===== config.mk =====
export PLATFORM = sky130hd
export DESIGN_NAME = pdua_int_ctrl_flat
export DESIGN_NICKNAME = d
export VERILOG_FILES = /design/src/rtl/pdua_int_ctrl_if.sv /design/src/rtl/pdua_int_ctrl.sv /design/src/flat_wrapper.sv
export SDC_FILE = /design/constraint.sdc
export NUM_CORES = 1
export LEC_CHECK = 0
export BUFFER_PORTS_ARGS = -buffer_cell sky130_fd_sc_hd__buf_2
export CORE_MARGIN = 3
export CORE_UTILIZATION = 35
export CTS_BUF_LIST = sky130_fd_sc_hd__clkbuf_4
export DETAILED_ROUTE_END_ITERATION = 16
export GPL_ROUTABILITY_DRIVEN = 1
export PLACE_DENSITY = 0.68
export SLEW_MARGIN = 5
export SYNTH_ARGS = -nofsm -noshare
export SYNTH_HDL_FRONTEND = slang
export SYNTH_SLANG_ARGS = --single-unit

===== constraint.sdc =====
create_clock -name clk -period 1.5 [get_ports clk]
set_input_delay 0.075 -clock clk [delete_from_list [all_inputs] [get_ports clk]]
set_output_delay 0.075 -clock clk [all_outputs]
set_load 0.02 [all_outputs]

===== src/rtl/pdua_int_ctrl_if.sv =====
// Handshake bundle between the PDUA interrupt controller and its control unit.
// The slave side is the controller; the master side drives sources and acks.
interface pdua_int_ctrl_if #(
  parameter int N_SRC = 4,
  parameter int VEC_W = 2
);
  logic [N_SRC-1:0] int_src;
  logic             mask_wr_en;
  logic [N_SRC-1:0] mask_din;
  logic             int_ack;
  logic             int_clr;
  logic             intp;
  logic [VEC_W-1:0] int_vec;
  logic [N_SRC-1:0] int_mask;
  logic [N_SRC-1:0] pending;
  logic             busy;

  modport master (
    output int_src, mask_wr_en, mask_din,
    output int_ack, int_clr,
    input  intp, int_vec, int_mask,
    input  pending, busy
  );

  modport slave (
    input  int_src, mask_wr_en, mask_din,
    input  int_ack, int_clr,
    output intp, int_vec, int_mask,
    output pending, busy
  );
endinterface


===== src/rtl/pdua_int_ctrl.sv =====
// Multi-source maskable interrupt controller for the PDUA core:
// edge/level capture, fixed priority (bit 0 first), REQ/SERVICE handshake.
module pdua_int_ctrl #(
  parameter int               N_SRC     = 4,
  parameter int               VEC_W     = 2,
  parameter bit               EDGE_MODE = 1'b1,
  parameter logic [N_SRC-1:0] MASK_RST  = '1
) (
  input logic            clk,
  input logic            rst,
  pdua_int_ctrl_if.slave bus
);
  typedef enum logic [1:0] {
    IDLE,
    REQ,
    SERVICE
  } state_t;

  state_t           state;
  state_t           state_nxt;
  logic [N_SRC-1:0] prev_src;
  logic [N_SRC-1:0] pend_q;
  logic [N_SRC-1:0] pend_nxt;
  logic [N_SRC-1:0] mask_q;
  logic [N_SRC-1:0] ev;
  logic [N_SRC-1:0] act;
  logic [N_SRC-1:0] sel;
  logic [VEC_W-1:0] vec_q;
  logic [VEC_W-1:0] vec_nxt;
  logic [VEC_W-1:0] winner;
  logic             ack_take;

  assign ev  = EDGE_MODE ? (bus.int_src & ~prev_src)
                         : bus.int_src;
  assign act = pend_q & mask_q;
  assign sel = N_SRC'(1) << vec_q;

  // Scan downward so the lowest active index wins.
  always_comb begin
    winner = '0;
    for (int i = N_SRC - 1; i >= 0; i--) begin
      if (act[i]) winner = VEC_W'(i);
    end
  end

  always_comb begin
    state_nxt = state;
    vec_nxt   = vec_q;
    ack_take  = 1'b0;
    unique case (state)
      IDLE: begin
        if (|act) begin
          state_nxt = REQ;
          vec_nxt   = winner;
        end
      end
      REQ: begin
        if (bus.int_ack) begin
          state_nxt = SERVICE;
          ack_take  = 1'b1;
        end else if (~|(act & sel)) begin
          state_nxt = IDLE;
        end
      end
      SERVICE: begin
        if (bus.int_clr) state_nxt = IDLE;
      end
      default: state_nxt = IDLE;
    endcase
  end

  // A new event on the acked line re-sets it in the same cycle.
  assign pend_nxt = (pend_q & ~(ack_take ? sel : '0)) | ev;

  always_ff @(posedge clk) begin
    if (rst) begin
      state    <= IDLE;
      pend_q   <= '0;
      mask_q   <= MASK_RST;
      vec_q    <= '0;
      prev_src <= bus.int_src;
    end else begin
      state    <= state_nxt;
      pend_q   <= pend_nxt;
      vec_q    <= vec_nxt;
      prev_src <= bus.int_src;
      if (bus.mask_wr_en) mask_q <= bus.mask_din;
    end
  end

  assign bus.intp     = (state == REQ);
  assign bus.busy     = (state == SERVICE);
  assign bus.int_vec  = vec_q;
  assign bus.int_mask = mask_q;
  assign bus.pending  = pend_q;
endmodule


===== src/flat_wrapper.sv =====
// flat-port wrapper written by rule: the top's interface ports become plain ports
module pdua_int_ctrl_flat 
#(
  parameter int               N_SRC     = 4,
  parameter int               VEC_W     = 2,
  parameter bit               EDGE_MODE = 1'b1,
  parameter logic [N_SRC-1:0] MASK_RST  = '1
)
  (clk, rst, bus_int_src, bus_mask_wr_en, bus_mask_din, bus_int_ack, bus_int_clr, bus_intp, bus_int_vec, bus_int_mask, bus_pending, bus_busy);
  pdua_int_ctrl_if #(.N_SRC(N_SRC), .VEC_W(VEC_W)) bus_i ();
  input logic clk;
  input logic rst;
  input wire logic [$bits(bus_i.int_src)-1:0] bus_int_src;
  input wire logic [$bits(bus_i.mask_wr_en)-1:0] bus_mask_wr_en;
  input wire logic [$bits(bus_i.mask_din)-1:0] bus_mask_din;
  input wire logic [$bits(bus_i.int_ack)-1:0] bus_int_ack;
  input wire logic [$bits(bus_i.int_clr)-1:0] bus_int_clr;
  output wire logic [$bits(bus_i.intp)-1:0] bus_intp;
  output wire logic [$bits(bus_i.int_vec)-1:0] bus_int_vec;
  output wire logic [$bits(bus_i.int_mask)-1:0] bus_int_mask;
  output wire logic [$bits(bus_i.pending)-1:0] bus_pending;
  output wire logic [$bits(bus_i.busy)-1:0] bus_busy;
  assign bus_i.int_src = bus_int_src;
  assign bus_i.mask_wr_en = bus_mask_wr_en;
  assign bus_i.mask_din = bus_mask_din;
  assign bus_i.int_ack = bus_int_ack;
  assign bus_i.int_clr = bus_int_clr;
  assign bus_intp = bus_i.intp;
  assign bus_int_vec = bus_i.int_vec;
  assign bus_int_mask = bus_i.int_mask;
  assign bus_pending = bus_i.pending;
  assign bus_busy = bus_i.busy;
  pdua_int_ctrl #(.N_SRC(N_SRC), .VEC_W(VEC_W), .EDGE_MODE(EDGE_MODE), .MASK_RST(MASK_RST)) u_core (.clk(clk), .rst(rst), .bus(bus_i));
endmodule

; ---- Word-level counts from Yosys, hierarchy flattened
; Index checks and enable logic that the tools add are counted.
[classes]
order_cmp = 0
shift = 1
n_mux = 12
n_addsub = 0
bitwise = 7
n_eq_ne = 5
n_reduce_logical = 5
n_div = 0
multipliers = 0
[ops]
columns = op, n
row1 = bitwise AND 4 bit, 4
row2 = 2-to-1 mux 2 bit, 8
row3 = inverter 4 bit, 2
row4 = OR reduction 4 bit, 2
row5 = case mux 2 bit (3 select lines), 1
row6 = 2-to-1 mux 4 bit, 1
row7 = bitwise OR 4 bit, 1
row8 = left shift 1 x 2 -> 4 bit (first input constant), 1
row9 = inequality test 3 bit (second input constant), 1
row10 = AND reduction 3 bit, 1
row11 = equality test 2 x 1 -> 1 bit (second input constant), 1
row12 = equality test 2 bit (second input constant), 1
row13 = logical NOT 2 bit, 1
row14 = 2-to-1 mux 1 bit, 2
row15 = inequality test 2 x 1 -> 1 bit (second input constant), 1
row16 = inequality test 2 bit (second input constant), 1
row17 = AND reduction 2 bit, 1
[totals]
output_inout_bits = 12
rom_bits = 0
ramBits = 0
latch_bits = 0
memories = 0
reg_bits = 16
wordCells = 35

; ---- Longest topological paths before layout
; Gate-level depths: netlist of the first run.
[depth]
ltp_word = 6
depth_mapped = 4
ltp_nobuf = 4

; ---- Least setup slack after synthesis of the first run
; OpenSTA, ideal clock, no wires.
[synth_timing]
path_kind = register to register
startpoint = reg u_core.vec_q[0], in the netlist u_core.bus.int_vec[0]
endpoint = reg u_core.state[0]
stages_incl_launch_ff = 4
setup_slack_ns = -0.090
arrival_time_ns = 1.519
setup_ns = 0.071
path_cell_list = dfxtp_1 -> mux4_2 -> or3b_1 -> a21oi_1
[synth_between]
elab_chain_len = 5
[synth_rtl]
columns = item, line
row1 = start: declaration, pdua_int_ctrl.sv:28  ; logic [VEC_W-1:0] vec_q;
row2 = start signal: assignment, pdua_int_ctrl.sv:85  ; vec_q <= vec_nxt;
row3 = left shift 1 x 2 -> 4 bit, pdua_int_ctrl.sv:36  ; assign sel = N_SRC'(1) << vec_q;
row4 = bitwise AND 4 bit, pdua_int_ctrl.sv:61  ; end else if (~|(act & sel)) begin
row5 = OR reduction 4 bit, pdua_int_ctrl.sv:61
row6 = inequality test 3 bit (no line), --
row7 = AND reduction 3 bit (no line), --
row8 = end signal: assignment, pdua_int_ctrl.sv:83  ; state <= state_nxt;
row9 = end: declaration, pdua_int_ctrl.sv:19  ; state_t state;
; No other way between the ends.
; A chain may end at the register's enable or synchronous reset.

; ---- Final worst setup path of the first run
[layout_timing]
startpoint = reg u_core.pend_q[1], in the netlist u_core.bus.pending[1]
endpoint = reg u_core.state[0]
[layout_between]
elab_chain_len = 5
elab_cells_between_ends = 7
classes_between = eq/ne (2) / bitwise (2) / reduce/logical (3)
[layout_rtl]
columns = item, line
row1 = start: declaration, pdua_int_ctrl.sv:22  ; logic [N_SRC-1:0] pend_q;
row2 = start signal: assignment, pdua_int_ctrl.sv:84  ; pend_q <= pend_nxt;
row3 = bitwise AND 4 bit (*), pdua_int_ctrl.sv:35  ; assign act = pend_q & mask_q;
row4 = bitwise AND 4 bit, pdua_int_ctrl.sv:61
row5 = OR reduction 4 bit, pdua_int_ctrl.sv:61
row6 = inequality test 3 bit (no line), --
row7 = AND reduction 3 bit (no line) (*), --
; Every way passes the cells marked *; elsewhere a longest branch is shown, timed or not.

==> reports/qor.txt, run 1 <==
Status: completed
CTS buffer count: 3
Clk pin slew, worst setup/hold paths: 80 ps
Synthesized area: 617 um2
Routed vias: 606
GR peak layer: met2
Number of I/O port buffers: 24
CP Max Fanout: 4
Commonest non-fill, non-tap cells in the layout: buf_2, nor2b_1, a21oi_1, dlygate4sd3_1, dfxtp_2
Final Cycle Share: 97.2%
Critical Path, Cell by Cell: nand2_2, mux4_2, or3b_1, a21oi_1
CTS Sinks: 16
Critical path class: reg2reg
Hold Path Class: in2reg
Crit. End Element: flop
Critical Path RT: 1720 ps
Clk buf depth: 2
Mean Syn Cell Area: 9.79 um2
Setup ws final: 41.9 ps
DIE WIDTH: 48.0 um
Htree depth: 1
Filler cell count: 147
Yosys warning total: 0
Pre-antenna DRT Iters: 4
Final wirelength: 1.41 mm
Leakage power: 0.400 nW
Crit path time final: 1460 ps
GR Layer Usage met3: 6.02%
Final Hold Fails: 0
Nets@finish: 117
Seq/Total Area, Yosys: 51.9%
Grt met2 use: 23.5%
CORE AREA: 0.00158 mm2
Vias per cell: 5.14
DP Wirelength: 1.05 mm
Initial antenna violation count: 0
Max Clk Rate: 0.686 GHz
Drt first-iter violations: 13
Final GP Congestion: 0.807
CTS Root Cell: clkbuf_4
GR Util All Layers: 14.1%
Max incr delay on CP: 460 ps
Std cell rows: 14
Final Setup Violations: 0
Die Height: 48.0 um
Clk_skew: 4.17 ps
Post-Route Setup TNS: 0 ps
N_diodes: 0
Max Cap Viol: 0
Clk_lat worst skew: 280 ps
Critical Path AT: 1680 ps
Final Non-Filler Cells: 118
Largest net degree at the start of global routing: 13
RSZ-0062 raised after global routing: true
Cell count after synthesis: 63
PD cells: 979 mW/mm2
GR Util met1: 16.0%
Initial core utilization: 39.1%
R2R setup slack: 40 ps
Total congestion overflow: 0
Commonest non-fill, non-tap cell in the layout: buf_2
Die area: 0.00230 mm2
Layout cells sized above 1: 44.1%
Inst Count DP: 105
Synth unique cells: 19
I/O pin cnt: 25
Syn Nets: 76
Layout area overhead: 47.9%
Slew @ Worst Pin: 244 ps
Pre-CTS setup slack: 72.6 ps
DRC: 0
First-pass GRT wire length: 2.25 mm
Max stage delay cell, worst path: mux4_2
Vias in the first global route: 552
Slew Viols, Final: 0
CP Launch Type: flop
Wire per inst: 12.0 um
CTS tree: built
Slew Limit Headroom: 83.6%
IR drop worst, VDD: 0.589 mV
Post-synthesis register bit count: 16
Post-DRT Antenna Nets: 0
-- through the flow --
stage	area, um2	power (mW)	utilization [%]	hold slack (ps)
final	912	0.893	57.9	46.1
after global routing	912	0.949	57.9	49.6
after CTS	888	0.900	56.3	41.2
after detailed placement	786	0.666	49.8	191
after global placement	786	0.664	49.8	188
after floorplan	627	0.596	-	103
-- kinds of logic (layout without fill, tap and decap cells) --
logic type	Yosys count	count (layout)	share of synthesized area, %
mux	1	1	3.65
simple gates	25	25	21.9
flops	16	16	51.9
buf+inv	2	41	1.22
compound gates	19	19	21.3
-- state kept, by name, summed over array words and instances, names as in the netlist --
name,count
u_core.bus.int_mask,4
u_core.bus.pending,4
u_core.prev_src,4
u_core.bus.int_vec,2
u_core.state,2
-- timing repair --
item | in CTS | in global routing
resized for setup | 0 | 4
endpoints found under the hold margin | 8 | 0
setup buffers | 0 | 2
endpoints found under the setup margin | 0 | 1
hold buffers | 8 | 0
-- path summary, 6_finish.rpt --
path                         startpoint                     to  depth (start not counted)
setup / recovery  u_core.bus.pending[1]        u_core.state[0]                          4
hold / removal              bus_int_clr        u_core.state[1]                          3
setup reg to reg  u_core.bus.pending[1]        u_core.state[0]                          4
hold reg to reg      u_core.prev_src[0]  u_core.bus.pending[0]                          2
-- area by class of cell --
cell class / count / area [um2] / area share, %
well taps: 16 / 20.0 / 2.19
multi-input cells: 45 / 294 / 32.2
inverters: 1 / 3.75 / 0.412
repair buffers: 37 / 238 / 26.1
clock buffers: 3 / 22.5 / 2.47
flip-flops and latches: 16 / 334 / 36.6
-- per-layer routing --
layer,part of all wire [%],wire length (um)
met5,0,0
met1,43,613
met4,1.6,23
met2,48,681
met3,6.7,94
-- power by group --
group | switching [mW] | internal (mW) | total [mW]
Sequential | 0.0245 | 0.458 | 0.483
Clock | 0.121 | 0.0934 | 0.214
Combinational | 0.0999 | 0.0956 | 0.195
-- critical path, delay by kind of cell (launching register included) --
family,cells,cell delay (ps)
mux,1,460
compound gates,1,130
flops,1,360
simple gates,2,450
-- cells in the mapped netlist, drive strengths merged --
library cell / instances / area, um2
dfxtp: 16 / 320
a21oi: 8 / 40.0
nor2b: 8 / 50.1
nand2: 6 / 22.5
a211o: 4 / 35.0
nand2b: 3 / 18.8
nand3: 3 / 15.0
nor2: 3 / 11.3
a22o: 2 / 18.8
o31ai: 2 / 15.0
a211oi: 1 / 7.51
a221o: 1 / 10.0
and3b: 1 / 8.76
clkbuf: 1 / 3.75
inv: 1 / 3.75
mux4: 1 / 22.5
o21ai: 1 / 5.00
or3b: 1 / 8.76
No activity file was read; power rests on OpenSTA's default activity.
==> run 2: changes to the inputs <==
--- a/config.mk
+++ b/config.mk
@@ -7,11 +7,11 @@
 export LEC_CHECK = 0
 export BUFFER_PORTS_ARGS = -buffer_cell sky130_fd_sc_hd__buf_2
 export CORE_MARGIN = 3
-export CORE_UTILIZATION = 35
+export CORE_UTILIZATION = 43
 export CTS_BUF_LIST = sky130_fd_sc_hd__clkbuf_4
 export DETAILED_ROUTE_END_ITERATION = 16
 export GPL_ROUTABILITY_DRIVEN = 1
-export PLACE_DENSITY = 0.68
+export PLACE_DENSITY = 0.8
 export SLEW_MARGIN = 5
 export SYNTH_ARGS = -nofsm -noshare
 export SYNTH_HDL_FRONTEND = slang
==> run 2 against run 1 <==
Effect of this change:
- die area is 16% lower
- power is 0.80% higher
- sequential share of layout area up 0.19 points
- count of clock-buffer cells in the layout stayed put
- clock power hardly changed
- critical path type unchanged
- routed wire length rose by 8.8%
- register-to-register slack about the same
- largest cell class unchanged
- combinational power up 4%
- cell count down 0.85%
- non-clock buffer count unchanged
==> reports/qor.txt, run 2 (synthesized netlist as in run 1, its figures left out) <==
Clk_lat worst skew: 280 ps (about the same)
Critical Path RT: 1720 ps (about the same)
Slew Limit Headroom: 80.5% (was 83.6%)
Die Height: 43.9 um (was 48.0 um)
I/O pin cnt: 25 (unchanged)
Wire per inst: 13.1 um (was 12.0 um)
Final Util: 69.1% (was 57.9%)
Routed vias: 607 (was 606)
Inst Count DP: 104 (was 105)
N_diodes: 0 (unchanged)
Final Non-Filler Cells: 117 (was 118)
DP Wirelength: 1.05 mm (about the same)
Layout cells sized above 1: 44.1% (unchanged)
Max stage delay cell, worst path: mux4_2 (unchanged)
Max Clk Rate: 0.686 GHz (about the same)
Multi-input logic area: 295 um2 (was 294 um2)
Std cell rows: 13 (was 14)
Vias in the first global route: 570 (was 552)
Slew @ Worst Pin: 291 ps (was 244 ps)
Clock power share: 23.9% (was 24.0%)
CP Max Fanout: 4 (unchanged)
Crit path time final: 1460 ps (about the same)
CTS buffer count: 3 (unchanged)
Initial antenna violation count: 0 (unchanged)
Number of I/O port buffers: 24 (unchanged)
Clk_skew: 1.77 ps (was 4.17 ps)
Post-Route Setup TNS: 0 ps (unchanged)
Reg power frac: 53.6% (was 54.1%)
Met1 Wirelength: 617 um (was 613 um)
IR drop worst, VDD: 0.599 mV (was 0.589 mV)
CTS Root Cell: clkbuf_4 (unchanged)
Crit. End Element: flop (unchanged)
Status: completed (unchanged)
Htree depth: 1 (unchanged)
Die area: 0.00193 mm2 (was 0.00230 mm2)
WL met2: 821 um (was 681 um)
CP Depth: 4 (unchanged)
Initial core utilization: 46.8% (was 39.1%)
Worst Hold Depth: 2 (was 3)
Vias per cell: 5.19 (was 5.14)
Final Setup Violations: 0 (unchanged)
Register area: 335 um2 (was 334 um2)
Filler cell count: 108 (was 147)
Final wirelength: 1.54 mm (was 1.41 mm)
Fraction of power spent switching nets: 27.9% (was 27.5%)
Hold Path Class: in2reg (unchanged)
DRC: 0 (unchanged)
Final Cycle Share: 97.2% (about the same)
Critical Path AT: 1680 ps (about the same)
Met3 WL: 83 um (was 94 um)
Post-DRT Antenna Nets: 0 (unchanged)
GR Util All Layers: 17.2% (was 14.1%)
Crit path max-delay family: multiplexers (unchanged)
CTS tree: built (unchanged)
Critical path class: reg2reg (unchanged)
Layout area overhead: 47.7% (was 47.9%)
DIE WIDTH: 43.9 um (was 48.0 um)
Max Cap Viol: 0 (unchanged)
R2R setup slack: 40 ps (about the same)
Max incr delay on CP: 460 ps (about the same)
Highest metal used: met4 (unchanged)
Slew Viols, Final: 0 (unchanged)
CP Launch Type: flop (unchanged)
First-pass GRT wire length: 2.43 mm (was 2.25 mm)
Fin Hold WS: 1.35 ps (was 46.1 ps)
Critical Path, Cell by Cell: nand2_2, mux4_2, or3b_1, a21oi_2 (was nand2_2, mux4_2, or3b_1, a21oi_1)
CTS Sinks: 16 (unchanged)
CORE AREA: 0.00132 mm2 (was 0.00158 mm2)
Total congestion overflow: 0 (unchanged)
Largest net degree at the start of global routing: 13 (unchanged)
Drt first-iter violations: 6 (was 13)
CP Buf/Inv Count: 0 (unchanged)
RSZ-0062 raised after global routing: true (unchanged)
Comb power frac: 22.5% (was 21.9%)
Commonest non-fill, non-tap cell in the layout: buf_2 (unchanged)
Final Hold Fails: 0 (unchanged)
Nets@finish: 117 (unchanged)
Setup ws final: 42.5 ps (was 41.9 ps)
Pint: 0.649 mW (was 0.647 mW)
Pre-CTS setup slack: 53.3 ps (was 72.6 ps)
Leakage power: 0.400 nW (about the same)
Clk buf depth: 2 (unchanged)
Final GP Congestion: 0.819 (was 0.807)
Clk pin slew, worst setup/hold paths: 80 ps (about the same)
Sw Pwr: 0.251 mW (was 0.245 mW)
Reg2Reg Depth: 4 (unchanged)
PD cells: 988 mW/mm2 (was 979 mW/mm2)
Pre-antenna DRT Iters: 4 (unchanged)
Commonest non-fill, non-tap cells in the layout: buf_2, nor2b_1, dfxtp_1, a21oi_1, dlygate4sd3_1 (was buf_2, nor2b_1, a21oi_1, dlygate4sd3_1, dfxtp_2)
-- run 2: changes by cell type in the layout (fill, tap and decap cells not counted) --
cell / change
dfxtp_2: -2
a21oi_1: -1
a21oi_2: +1
buf_4: +1
dfxtp_1: +1
dfxtp_4: +1
dlygate4sd3_1: -1
nand2_1: +1
nand2_2: -1
-- run 2: layer usage --
metal / track usage, % / up-vias
li1: - / 306
met1: 18.7 / 278
met2: 30.5 / 20
met3: 3.73 / 3
met4: 9.04 / 0
met5: 0 / -
-- run 2: worst paths after layout --
kind | to | from
setup / recovery | u_core.state[0] | u_core.bus.pending[1]
hold / removal | u_core.bus.int_mask[1] | bus_mask_din[1]
setup reg to reg | u_core.state[0] | u_core.bus.pending[1]
hold reg to reg | u_core.bus.pending[0] | u_core.prev_src[0]
-- run 2: power by group through the flow --
stage	clock (mW)	sequential, mW	combinational [mW]
global route	0.242	0.487	0.219
finish	0.215	0.482	0.203
detailed placement	0	0.493	0.176
CTS	0.221	0.483	0.191
floorplan	0	0.518	0.0785
global placement	0	0.490	0.174
-- run 2: through the flow --
stage	instance area [um2]	power [mW]
after floorplan	627	0.596
after global placement	785	0.664
after detailed placement	785	0.669
after CTS	877	0.895
after global routing	911	0.948
final	911	0.900
-- run 2: worst reg2reg max path, cell delays in order, from the launching register on --
cell and delay, ps:
dfxtp_2 360, nand2_2 60, mux4_2 460, or3b_1 390, a21oi_2 130
-- run 2: cell type report --
| class | instances | area share [%] |
|---|---|---|
| flip-flops and latches | 16 | 36.8 |
| clock buffers | 3 | 2.47 |
| inverters | 1 | 0.412 |
| multi-input cells | 45 | 32.4 |
| well taps | 15 | 2.06 |
| repair buffers | 37 | 25.8 |
-- run 2: timing repair --
action | 4_1_cts | 5_1_grt
endpoints found under the setup margin | 0 | 1
hold endpoints to repair | 7 | 0
resized for setup | 0 | 4
buffers inserted | 0 | 3
hold buffers | 7 | 0
==> run 3: changes to the inputs <==
--- a/config.mk
+++ b/config.mk
@@ -6,8 +6,10 @@
 export NUM_CORES = 1
 export LEC_CHECK = 0
 export BUFFER_PORTS_ARGS = -buffer_cell sky130_fd_sc_hd__buf_2
-export CORE_MARGIN = 3
-export CORE_UTILIZATION = 43
+export CELL_PAD_IN_SITES_DETAIL_PLACEMENT = 1
+export CELL_PAD_IN_SITES_GLOBAL_PLACEMENT = 2
+export CORE_MARGIN = 4
+export CORE_UTILIZATION = 25
 export CTS_BUF_LIST = sky130_fd_sc_hd__clkbuf_4
 export DETAILED_ROUTE_END_ITERATION = 16
 export GPL_ROUTABILITY_DRIVEN = 1
==> constraint.sdc (replaced) <==
create_clock -name clk -period 1.5 [get_ports clk]
set_input_delay 0.075 -clock clk [delete_from_list [all_inputs] [get_ports clk]]
set_output_delay 0.075 -clock clk [all_outputs]
set_load 0.1 [all_outputs]
==> run 3 against run 2 <==
Effect of this change:
- register-to-register slack gained 50 ps
- fmax increased by 3.5%
- worst setup slack gained 49 ps
- cell count increased by 7.7%
- non-clock buffer count down 5
- clock skew hardly changed
- combinational power rose by 64%
- power is 16% higher
- critical path type unchanged
- highest routed layer unchanged
==> reports/qor.txt, run 3 (synthesized netlist as in run 1, its figures left out) <==
Largest net degree at the start of global routing: 13 (unchanged)
Commonest non-fill, non-tap cells in the layout: buf_2, dfxtp_4, a21oi_1, dlygate4sd3_1 (was buf_2, nor2b_1, dfxtp_1, a21oi_1, dlygate4sd3_1)
GR Layer Usage met3: 3.12% (was 3.73%)
Multi-input logic area: 307 um2 (was 295 um2)
CP Launch Type: flop (unchanged)
Critical Path RT: 1720 ps (about the same)
Slew Viols, Final: 0 (unchanged)
Sw Pwr: 0.404 mW (was 0.251 mW)
Max stage delay cell, worst path: mux4_2 (unchanged)
Fin Hold WS: 44.5 ps (was 1.35 ps)
RSZ-0062 raised after global routing: false (was true)
I/O pin cnt: 25 (unchanged)
DP Wirelength: 1.23 mm (was 1.05 mm)
Number of I/O port buffers: 24 (unchanged)
Reg power frac: 46.6% (was 53.6%)
Final wirelength: 1.60 mm (was 1.54 mm)
Layout cells sized above 1: 42.9% (was 44.1%)
First-pass GRT wire length: 2.73 mm (was 2.43 mm)
CORE AREA: 0.00228 mm2 (was 0.00132 mm2)
Crit path max-delay family: multiplexers (unchanged)
Drt first-iter violations: 4 (was 6)
Post-DRT Antenna Nets: 0 (unchanged)
CTS Root Cell: clkbuf_4 (unchanged)
Total congestion overflow: 0 (unchanged)
Final Setup Violations: 0 (unchanged)
Clock power share: 21.5% (was 23.9%)
Slew @ Worst Pin: 490 ps (was 291 ps)
CTS tree: built (unchanged)
Critical Path, Cell by Cell: mux4_2, or3b_1, a21oi_1 (was nand2_2, mux4_2, or3b_1, a21oi_2)
Clk buf depth: 2 (unchanged)
CTS Sinks: 16 (unchanged)
GR peak layer: met2 (unchanged)
Filler cell count: 274 (was 108)
Tot Pwr: 1.04 mW (was 0.900 mW)
Die Height: 57.7 um (was 43.9 um)
Crit. End Element: flop (unchanged)
Routed vias: 577 (was 607)
PD cells: 1120 mW/mm2 (was 988 mW/mm2)
Nets@finish: 112 (was 117)
CP Buf/Inv Count: 0 (unchanged)
Crit path time final: 1410 ps (was 1460 ps)
Clk pin slew, worst setup/hold paths: 90 ps (was 80 ps)
Status: completed (unchanged)
Final Hold Fails: 0 (unchanged)
Register area: 358 um2 (was 335 um2)
DRC: 0 (unchanged)
CP Max Fanout: 7 (was 4)
Vias in the first global route: 606 (was 570)
Critical path class: reg2reg (unchanged)
GR Util All Layers: 10.8% (was 17.2%)
GR Util met1: 12.8% (was 18.7%)
Max Cap Viol: 0 (unchanged)
Comb power frac: 31.8% (was 22.5%)
Final Cycle Share: 93.9% (was 97.2%)
CTS buffer count: 3 (unchanged)
Commonest non-fill, non-tap cell in the layout: buf_2 (unchanged)
Pint: 0.638 mW (was 0.649 mW)
Layout area overhead: 50.7% (was 47.7%)
Vias per cell: 4.58 (was 5.19)
DIE WIDTH: 57.7 um (was 43.9 um)
Initial core utilization: 27.1% (was 46.8%)
Grt met2 use: 17.9% (was 30.5%)
Leakage power: 0.382 nW (was 0.400 nW)
IR drop worst, VDD: 0.620 mV (was 0.599 mV)
Clk_lat worst skew: 280 ps (about the same)
Wire per inst: 12.7 um (was 13.1 um)
Htree depth: 1 (unchanged)
N_diodes: 0 (unchanged)
Post-Route Setup TNS: 0 ps (unchanged)
Die area: 0.00333 mm2 (was 0.00193 mm2)
Clk_skew: 2.05 ps (was 1.77 ps)
Std cell rows: 17 (was 13)
Hold Path Class: in2reg (unchanged)
Pre-antenna DRT Iters: 4 (unchanged)
Fraction of power spent switching nets: 38.8% (was 27.9%)
Final GP Congestion: 0.740 (was 0.819)
Critical Path AT: 1630 ps (was 1680 ps)
Initial antenna violation count: 0 (unchanged)
Post-CTS setup repair buffer count: 0 (unchanged)
Slew Limit Headroom: 67.6% (was 80.5%)
Max incr delay on CP: 490 ps (was 460 ps)
Max Clk Rate: 0.710 GHz (was 0.686 GHz)
-- run 3: final cells by class --
cell class	count	area share [%]
Sequential cell	16	38.5
Multi-Input combinational cell	45	33.0
Timing Repair Buffer	32	21.5
Tap cell	28	3.77
Clock buffer	3	2.42
Clock inverter	1	0.404
Inverter	1	0.404
-- run 3: per-stage QoR --
stage / worst slack (ps) / area, um2 / util (%) / cells
6_report: 91.3 / 930 / 40.8 / 126
5_1_grt: 28.8 / 930 / 40.8 / 126
4_1_cts: 82.2 / 930 / 40.8 / 126
3_5_place_dp: 108 / 823 / 36.2 / 114
3_3_place_gp: 124 / 823 / 36.2 / 114
2_1_floorplan: -95.4 / 672 / - / 63
-- run 3: worst register-to-register path: stages, from the launching register on --
cell and delay, ps:
dfxtp_4 400, mux4_2 490, or3b_1 350, a21oi_1 120
-- run 3: power by group through the flow --
stage | Combinational, mW | Clock [mW] | Sequential [mW]
after global placement | 0.316 | 0 | 0.496
after CTS | 0.335 | 0.243 | 0.488
final | 0.332 | 0.224 | 0.486
after detailed placement | 0.318 | 0 | 0.498
after global routing | 0.350 | 0.265 | 0.495
after floorplan | 0.113 | 0 | 0.637
-- run 3: what timing repair did --
action / CTS / global route
hold buffers: 8 / 0
gates resized for setup: 0 / 0
endpoints found under the hold margin: 8 / 0
-- run 3: worst paths after layout --
kind,from,to,slack (ps),cells past startpoint
max,u_core.bus.int_vec[0],u_core.state[0],90,3
min reg2reg,u_core.prev_src[2],u_core.bus.pending[2],480,2
max reg2reg,u_core.bus.int_vec[0],u_core.state[0],90,3
min,bus_int_clr,u_core.state[1],40,3
-- run 3: routing by layer --
layer,up-vias,routed length (um)
met1,268,687
met2,10,831
met3,2,64
met5,-,0
li1,297,-
met4,0,16
